## src/rtl/ppu_pkg.sv

```systemverilog
// rtl/ppu_pkg.sv - shared PPU constants, fetch state encoding and CHR address helper
package ppu_pkg;

  localparam int CHR_ROM_WIDTH = 13;

  typedef enum logic [2:0] {
    ST_IDLE    = 3'd0,
    ST_LO_ADDR = 3'd1,
    ST_LO_DATA = 3'd2,
    ST_HI_ADDR = 3'd3,
    ST_HI_DATA = 3'd4,
    ST_FULL    = 3'd5
  } fetch_state_t;

  // Pattern byte address: {table, tile, plane, fine_y}; plane 0 = low bitplane.
  function automatic logic [CHR_ROM_WIDTH-1:0] chr_pattern_addr(
    input logic       tbl,
    input logic [7:0] tile,
    input logic       plane,
    input logic [2:0] fy
  );
    return {tbl, tile, plane, fy};
  endfunction

endpackage

```

## src/rtl/bg_shifter.sv

```systemverilog
// rtl/bg_shifter.sv - 16-bit background shifter with parallel load of the low byte
module bg_shifter (
  input  logic        clk,
  input  logic        rst_n,
  input  logic        i_clk_en,
  input  logic        i_shift_en,
  input  logic        i_load,
  input  logic [7:0]  i_load_data,
  output logic [15:0] o_q
);

  logic [15:0] r_q;
  logic [15:0] w_shifted;

  // A load in the same dot as a shift keeps the shifted high byte and replaces the low byte.
  assign w_shifted = i_shift_en ? {r_q[14:0], 1'b0} : r_q;
  assign o_q       = r_q;

  // Advance only on PPU dots; load overrides the low byte after any shift.
  always_ff @(posedge clk or negedge rst_n) begin
    if (!rst_n) begin
      r_q <= '0;
    end else if (i_clk_en) begin
      if (i_load) begin
        r_q <= {w_shifted[15:8], i_load_data};
      end else begin
        r_q <= w_shifted;
      end
    end
  end

endmodule

```

## src/rtl/chr_tile_fetcher.sv

```systemverilog
// rtl/chr_tile_fetcher.sv - background tile pattern fetch and pixel shifter engine (option: BG_FINE_X_EN)
module chr_tile_fetcher
  import ppu_pkg::*;
#(
  parameter int CHR_AW = 13,
  parameter int ATTR_W = 2
) (
  input  logic              clk,
  input  logic              rst_n,
  input  logic              clk_en,
  input  logic              req_valid,
  output logic              req_ready,
  input  logic [7:0]        req_tile,
  input  logic [2:0]        req_fine_y,
  input  logic              req_table,
  input  logic [ATTR_W-1:0] req_attr,
  output logic [CHR_AW-1:0] chr_addr,
  input  logic [7:0]        chr_data,
  input  logic              load,
  input  logic              shift_en,
  input  logic [2:0]        fine_x,
  output logic [3:0]        pix,
  output logic              underrun
);

  fetch_state_t      r_state;
  fetch_state_t      w_next;
  logic              w_req_ready;
  logic              w_issue_lo;
  logic              w_cap_lo;
  logic              w_cap_hi;
  logic              w_full;

  logic [7:0]        r_tile;
  logic [2:0]        r_fine_y;
  logic              r_table;
  logic [ATTR_W-1:0] r_attr;
  logic [CHR_AW-1:0] r_chr_addr;
  logic [7:0]        r_lo_buf;
  logic [7:0]        r_hi_buf;
  logic              r_underrun;

  logic [7:0]        w_pt_lo_din;
  logic [7:0]        w_pt_hi_din;
  logic [7:0]        w_at_lo_din;
  logic [7:0]        w_at_hi_din;
  logic [15:0]       w_pt_lo;
  logic [15:0]       w_pt_hi;
  logic [15:0]       w_at_lo;
  logic [15:0]       w_at_hi;
  logic [3:0]        w_tap;

  assign w_full    = (r_state == ST_FULL);
  assign req_ready = w_req_ready;
  assign chr_addr  = r_chr_addr;
  assign underrun  = r_underrun;

  // Fetch state register; moves only on PPU dots.
  always_ff @(posedge clk or negedge rst_n) begin
    if (!rst_n) begin
      r_state <= ST_IDLE;
    end else if (clk_en) begin
      r_state <= w_next;
    end
  end

  // Next-state decode plus per-state strobes for address issue and data capture.
  always_comb begin
    w_next      = r_state;
    w_req_ready = 1'b0;
    w_issue_lo  = 1'b0;
    w_cap_lo    = 1'b0;
    w_cap_hi    = 1'b0;
    case (r_state)
      ST_IDLE: begin
        w_req_ready = 1'b1;
        if (req_valid) begin
          w_next     = ST_LO_ADDR;
          w_issue_lo = 1'b1;
        end
      end
      ST_LO_ADDR: w_next = ST_LO_DATA;
      ST_LO_DATA: begin
        w_next   = ST_HI_ADDR;
        w_cap_lo = 1'b1;
      end
      ST_HI_ADDR: w_next = ST_HI_DATA;
      ST_HI_DATA: begin
        w_next   = ST_FULL;
        w_cap_hi = 1'b1;
      end
      ST_FULL: begin
        if (load) w_next = ST_IDLE;
      end
      default: w_next = ST_IDLE;
    endcase
  end

  // Request latch, ROM address sequencing, bitplane capture and underrun pulse.
  always_ff @(posedge clk or negedge rst_n) begin
    if (!rst_n) begin
      r_tile     <= '0;
      r_fine_y   <= '0;
      r_table    <= 1'b0;
      r_attr     <= '0;
      r_chr_addr <= '0;
      r_lo_buf   <= '0;
      r_hi_buf   <= '0;
      r_underrun <= 1'b0;
    end else if (clk_en) begin
      r_underrun <= load & ~w_full;
      if (w_issue_lo) begin
        r_tile     <= req_tile;
        r_fine_y   <= req_fine_y;
        r_table    <= req_table;
        r_attr     <= req_attr;
        r_chr_addr <= CHR_AW'(chr_pattern_addr(req_table, req_tile, 1'b0, req_fine_y));
      end
      if (w_cap_lo) begin
        r_lo_buf   <= chr_data;
        r_chr_addr <= CHR_AW'(chr_pattern_addr(r_table, r_tile, 1'b1, r_fine_y));
      end
      if (w_cap_hi) begin
        r_hi_buf <= chr_data;
      end
    end
  end

  // Only a completed fetch reaches the shifters; otherwise the new tile is blank.
  assign w_pt_lo_din = w_full ? r_lo_buf : 8'h00;
  assign w_pt_hi_din = w_full ? r_hi_buf : 8'h00;
  assign w_at_lo_din = w_full ? {8{r_attr[0]}} : 8'h00;
  assign w_at_hi_din = w_full ? {8{r_attr[1]}} : 8'h00;

  bg_shifter u_pt_lo (
    .clk(clk), .rst_n(rst_n), .i_clk_en(clk_en), .i_shift_en(shift_en),
    .i_load(load), .i_load_data(w_pt_lo_din), .o_q(w_pt_lo)
  );

  bg_shifter u_pt_hi (
    .clk(clk), .rst_n(rst_n), .i_clk_en(clk_en), .i_shift_en(shift_en),
    .i_load(load), .i_load_data(w_pt_hi_din), .o_q(w_pt_hi)
  );

  bg_shifter u_at_lo (
    .clk(clk), .rst_n(rst_n), .i_clk_en(clk_en), .i_shift_en(shift_en),
    .i_load(load), .i_load_data(w_at_lo_din), .o_q(w_at_lo)
  );

  bg_shifter u_at_hi (
    .clk(clk), .rst_n(rst_n), .i_clk_en(clk_en), .i_shift_en(shift_en),
    .i_load(load), .i_load_data(w_at_hi_din), .o_q(w_at_hi)
  );

`ifdef BG_FINE_X_EN
  assign w_tap = 4'd15 - {1'b0, fine_x};
`else
  logic w_unused_fine_x;
  assign w_unused_fine_x = ^fine_x;
  assign w_tap = 4'd15;
`endif

  assign pix = {w_at_hi[w_tap], w_at_lo[w_tap], w_pt_hi[w_tap], w_pt_lo[w_tap]};

endmodule

```

## config.mk

```make
export PLATFORM = sky130hd
export DESIGN_NAME = chr_tile_fetcher
export DESIGN_NICKNAME = d
export VERILOG_FILES = /design/src/rtl/ppu_pkg.sv /design/src/rtl/bg_shifter.sv /design/src/rtl/chr_tile_fetcher.sv
export SDC_FILE = /design/constraint.sdc
export NUM_CORES = 1
export LEC_CHECK = 0
export BUFFER_PORTS_ARGS = -buffer_cell sky130_fd_sc_hd__buf_2
export CAP_MARGIN = 20
export CORE_ASPECT_RATIO = 1.4
export CORE_UTILIZATION = 46
export CTS_BUF_LIST = sky130_fd_sc_hd__clkbuf_2 sky130_fd_sc_hd__clkbuf_4 sky130_fd_sc_hd__clkbuf_8
export CTS_CLUSTER_SIZE = 12
export DETAILED_ROUTE_END_ITERATION = 16
export PLACE_DENSITY = 0.71
export SLEW_MARGIN = 20
export SYNTH_ARGS = -nofsm -noshare
export SYNTH_HDL_FRONTEND = slang
export SYNTH_SLANG_ARGS = --single-unit
```

## constraint.sdc

```tcl
create_clock -name clk -period 1.72 [get_ports clk]
set_input_delay 0.086 -clock clk [delete_from_list [all_inputs] [get_ports clk]]
set_output_delay 0.086 -clock clk [all_outputs]
set_load 0.005 [all_outputs]
```

# Word-level counts from Yosys, hierarchy flattened
# Index checks and enable logic that the tools add are counted.
[classes] add_sub_neg=0 multipliers=0 div_mod_pow=0 magnitude_cmp=0 n_eq_ne=7 shifts=0 n_mux=22 bitwise=2 n_reduce_logical=9
[ops] op="$mux W16" n=4
[ops] op="$mux W8" n=8
[ops] op="$mux W13" n=2
[ops] op="$pmux W3 S6" n=1
[ops] op="$reduce_and A2 Y1" n=5
[ops] op="$eq A3 B2 Y1 const B" n=2
[ops] op="$eq A3 B3 Y1 const B" n=2
[ops] op="$mux W3" n=2
[ops] op="$mux W1" n=5
[ops] op="$ne A2 B2 Y1 const B" n=2
[ops] op="$reduce_bool A2 Y1" n=2
[ops] op="$eq A3 B1 Y1 const B" n=1
[ops] op="$logic_not A3 Y1" n=1
[ops] op="$reduce_and A3 Y1" n=1
[ops] op="$and A1 B1 Y1" n=1
[ops] op="$not A1 Y1" n=1
[totals] ff_bits=111 latchBits=0 ramBits=0 mem_bits_ro=0 in_bits=31 out_inout_bits=19 mem_count=0

# Depth between registers and ports, before layout
[logic_depth] depth_word=4 mapped_depth=5 ltp_nobuf=3

# Cells and area by module
# From an unflattened synthesis, not the netlist that was laid out.
[unflattened] hier_cells=387 area_unflattened_um2=4968.5
[by_module_without_submodules] module="bg_shifter" instances=4 cells_each=58 area_each_um2=710.7 seq_area_each_um2=400.4
[by_module_without_submodules] module="chr_tile_fetcher" instances=1 cells_each=155 area_each_um2=2125.8 seq_area_each_um2=1176.1

# Worst setup path after synthesis
# OpenSTA, ideal clock, no wires.
[synth_path] kind="register -> register" from="register r_state[2]" to="register r_chr_addr[10] (netlist: chr_addr[10])" t_arrival_ps=1366 required_time_ps=1594 setup_slack_ps=228 path_stages_with_launch=5 n_path_buf=2 path_cell_list="dfrtp_1 -> buf_6 -> or3b_4 -> buf_6 -> o32a_1"
[synth_between] elab_chain_cells=4
[synth_rtl] item="start, declared" line_no="chr_tile_fetcher.sv:26" rtl="fetch_state_t r_state;"
[synth_rtl] item="start signal, assigned" line_no="chr_tile_fetcher.sv:63" rtl="r_state <= w_next;"
[synth_rtl] item="$eq A3 B2 Y1 or $logic_not A3 Y1 (tied branches)" line_no="chr_tile_fetcher.sv:74" rtl="case (r_state)"
[synth_rtl] item="$mux W1" line_no="chr_tile_fetcher.sv:74"
[synth_rtl] item="$reduce_bool A2 Y1 (no line)"
[synth_rtl] item="$reduce_and A2 Y1 (no line)"
[synth_rtl] item="end signal, assigned" line_no="chr_tile_fetcher.sv:117" rtl="r_chr_addr <= CHR_AW'(chr_pattern_addr(req_table, req_tile, 1'b0, req_fine_y));"
[synth_rtl] item="end signal, assigned" line_no="chr_tile_fetcher.sv:121" rtl="r_chr_addr <= CHR_AW'(chr_pattern_addr(r_table, r_tile, 1'b1, r_fine_y));"
[synth_rtl] item="end, declared" line_no="chr_tile_fetcher.sv:38" rtl="logic [CHR_AW-1:0] r_chr_addr;"
# Parallel ways exist; a longest one is shown, timed or not.
# A chain may end at the register's enable or synchronous reset.

# Worst setup path after layout
[layout_path] from="register r_state[0]" to="register r_chr_addr[10] (netlist: chr_addr[10])"
# The elaborated chain is that of the path after synthesis.

==> results.toml <==
[power]
p_seq_share_pct = 50.8
internal_power_w = 0.005216
p_per_area_mw_per_mm2 = 1335
swShare_pct = 28.64
switchingPower_w = 0.002093
pwr-share-clk_pct = 21.0
p_leak_nw = 2.815
ir_drop_mv = 0.8446
combPwrFrac_pct = 28.2

[global_route]
grt_max_degree = 49
grt.overflow.total = 0
grt_usage_pct = 18.10
grt_pass1_vias = 3025
antenna_found_initial = 0
grt_pass1_wl_um = 14380

[synth]
synth.ff_latch_count = 111
synth-seq-area-share_pct = 60.94
synth_top_area_cell = "dfrtp_1"
synth-edff-count = 0
synth_async_sr_flop_share_pct = 100.0
syn-num-nets = 366
postSynthCellCount = 335
synthFlopType = "dfrtp_1"
ys_types = 34
synth.area.top_cells = "dfrtp_1 61%, mux2_2 16%, a22o_1 3.3%"
netlist.area_leader.share_pct = 60.94
syn_avg_cell_area_um2 = 13.61
synth_warnings = 0
synth_area_mm2 = 0.004558

[critical_path]
critPathRequiredTime_ns = 2.03
cpMostUsedCell = "buf_4"
critical_path.max_fanout = 13
path_cells = "buf_4, or3b_4, nor2_2, buf_4, o32a_1"
worstSetupPathType = "reg -> reg"
slowest_delay_ns = 0.49
arrival_ns = 1.92
cp_num_buf_inv = 2
startpoint_type = "flip-flop"
crit_family = "simple AND/OR/NAND/NOR gates"
cp_slowest_cell = "or3b_4"
critPathCaptureType = "flip-flop"

[sta]
worst_pin_slew_ns = 1.078
final-hold-violation-count = 0
timing.fmax_mhz = 620.1
rsz0062_at_grt = "false"
period_share_pct = 93.76
period_needed_ns = 1.613
slew_violations = 0
setup_viol = 0
hold_slack_ns = 0.04652
skew_ns = 0.007096
relSlewSlack_pct = 28.12

[final_layout]
syn_to_final_growth_pct = 20.09
layout_common_cells = "111 x dfrtp_1, 63 x mux2_2, 45 x buf_2, 23 x dlygate4sd3_1"
layout.nets = 442
mostFrequentLayoutCell = "dfrtp_1"
diodes = 0
drive_gt1_share_pct = 37.11
nFillCells = 822
utilization_pct = 57.23

[routing]
avgViaCountPerCell = 5.296
postRouteAntennaNets = 0
wl_met2_um = 4367
wl_met1_um = 3575
num_vias = 2897
wire_per_inst_um = 15.25
dr.pass1.iters = 4
drt_iter0_markers = 209
met3_length_um = 285
top_layer = "met4"
drc_errors = 0
wl_um = 8340

[clock_network]
cts_buffers = 9
clockRootBuffer = "clkbuf_8"
path_clk_slew_ns = 0.09
cts-htree-levels = 3
clock-sinks = 111
clockBufferDepth = 2
tritoncts = "built"
clock_latency_ns = 0.36

[die]
die_w_um = 86.13
num_rows = 42
initial_utilization_pct = 47.66
io_pins = 50
die_area_mm2 = 0.01032
core_mm2 = 0.009564
die_y_um = 119.8

[placed_design]
place_congestion = 0.7607
hpwlAfterDp_um = 5453
port-buffer-count = 46

[flow_run]
maxCapViolations = 0

[status]
outcome = "complete, no violations"

[worst_hold_path]
hold_path_class = "in -> reg"
## flip-flops by register name, indices dropped and copies added (netlist names)
signal,cells
u_pt_hi.o_q,16
r_table,1
r_fine_y,3
u_at_lo.o_q,16
r_attr,2
r_hi_buf,8
u_pt_lo.o_q,16
chr_addr,13
r_lo_buf,8
underrun,1
r_tile,8
u_at_hi.o_q,16
r_state,3
## power by group through the flow
stage / sequential, W / combinational, W / clock (W)
after CTS: 0.00371 / 0.00208 / 0.00158
after global routing: 0.00380 / 0.00227 / 0.00169
after floorplan: 0.00367 / 0.00135 / 0
after global placement: 0.00372 / 0.00194 / 0
after detailed placement: 0.00376 / 0.00203 / 0
final: 0.00371 / 0.00206 / 0.00154
## metrics by stage
stage / TNS [ns] / total power [W] / cells / instance area, um2 / setup slack [ns]
after floorplan: 0 / 0.005016 / 335 / 4558 / 0.2280
after global placement: -1.148 / 0.005664 / 509 / 5040 / -0.09680
after detailed placement: -0.007698 / 0.005786 / 509 / 5045 / -0.007698
after CTS: 0 / 0.007364 / 547 / 5472 / 0.03535
after global routing: 0 / 0.007758 / 547 / 5474 / 0.03319
final: 0 / 0.007309 / 547 / 5474 / 0.1073
## worst reg2reg max path: stages (launching register included)
cell and delay (ns):
dfrtp_1 0.43, buf_4 0.16, or3b_4 0.49, nor2_2 0.15, buf_4 0.17, o32a_1 0.16
## kinds of logic after synthesis
family / Yosys count / share of synthesized area, %
AO/OA/AOI/OAI: 79 / 13.78
buffers and inverters: 40 / 4.392
flip-flops: 111 / 60.94
multiplexers: 63 / 15.56
AND/OR/NAND/NOR: 42 / 5.325
## Yosys cell counts (2+ instances only)
cell / n
and3b_1: 2
nor2b_1: 2
mux2_2: 63
clkbuf_1: 5
o32a_1: 12
nor3_1: 2
dfrtp_1: 111
and2_1: 12
o21ai_0: 2
buf_6: 2
buf_4: 5
a21o_1: 18
nor2_1: 3
a21oi_1: 12
buf_2: 13
a22o_1: 17
inv_1: 14
nand2_1: 12
a22oi_1: 7
a221o_1: 7
## cell type report
type / count / area (um2) / share of cell area, %
Tap cell: 132 / 165.2 / 3.017
Timing Repair Buffer: 91 / 690.7 / 12.62
Clock buffer: 10 / 137.6 / 2.514
Inverter: 14 / 52.55 / 0.9600
Clock inverter: 5 / 56.30 / 1.029
Sequential cell: 111 / 2778 / 50.74
Multi-Input combinational cell: 184 / 1594 / 29.12
## per-layer routing
layer | track usage [%] | up-vias
met2 | 30.70 | 57
li1 | - | 1359
met4 | 6.979 | 0
met1 | 22.01 | 1471
met3 | 4.539 | 10
met5 | 0 | -
## worst paths after layout
path,to,startpoint,slack (ns),depth (start not counted)
worst max-delay path,chr_addr[10]$_DFFE_PN0P_,r_state[0]$_DFFE_PN0P_,0.11,5
worst min-delay path,underrun$_DFFE_PN0P_,clk_en,0.05,2
worst max register to register,chr_addr[10]$_DFFE_PN0P_,r_state[0]$_DFFE_PN0P_,0.11,5
worst min register to register,u_pt_hi.o_q[5]$_DFFE_PN0P_,r_hi_buf[5]$_DFFE_PN0P_,0.48,1
max in group asynchronous,u_at_lo.o_q[13]$_DFFE_PN0P_,rst_n,0.93,3
min in group asynchronous,chr_addr[2]$_DFFE_PN0P_,rst_n,0.21,2
## repair_timing
action | CTS | global route
endpoints found under the setup margin | 2 | 19
hold buffers | 23 | 0
endpoints found under the hold margin | 93 | 0
resized for setup | 1 | 1
setup buffers | 0 | 0
Note: power is estimated with default switching activity, not from simulation.
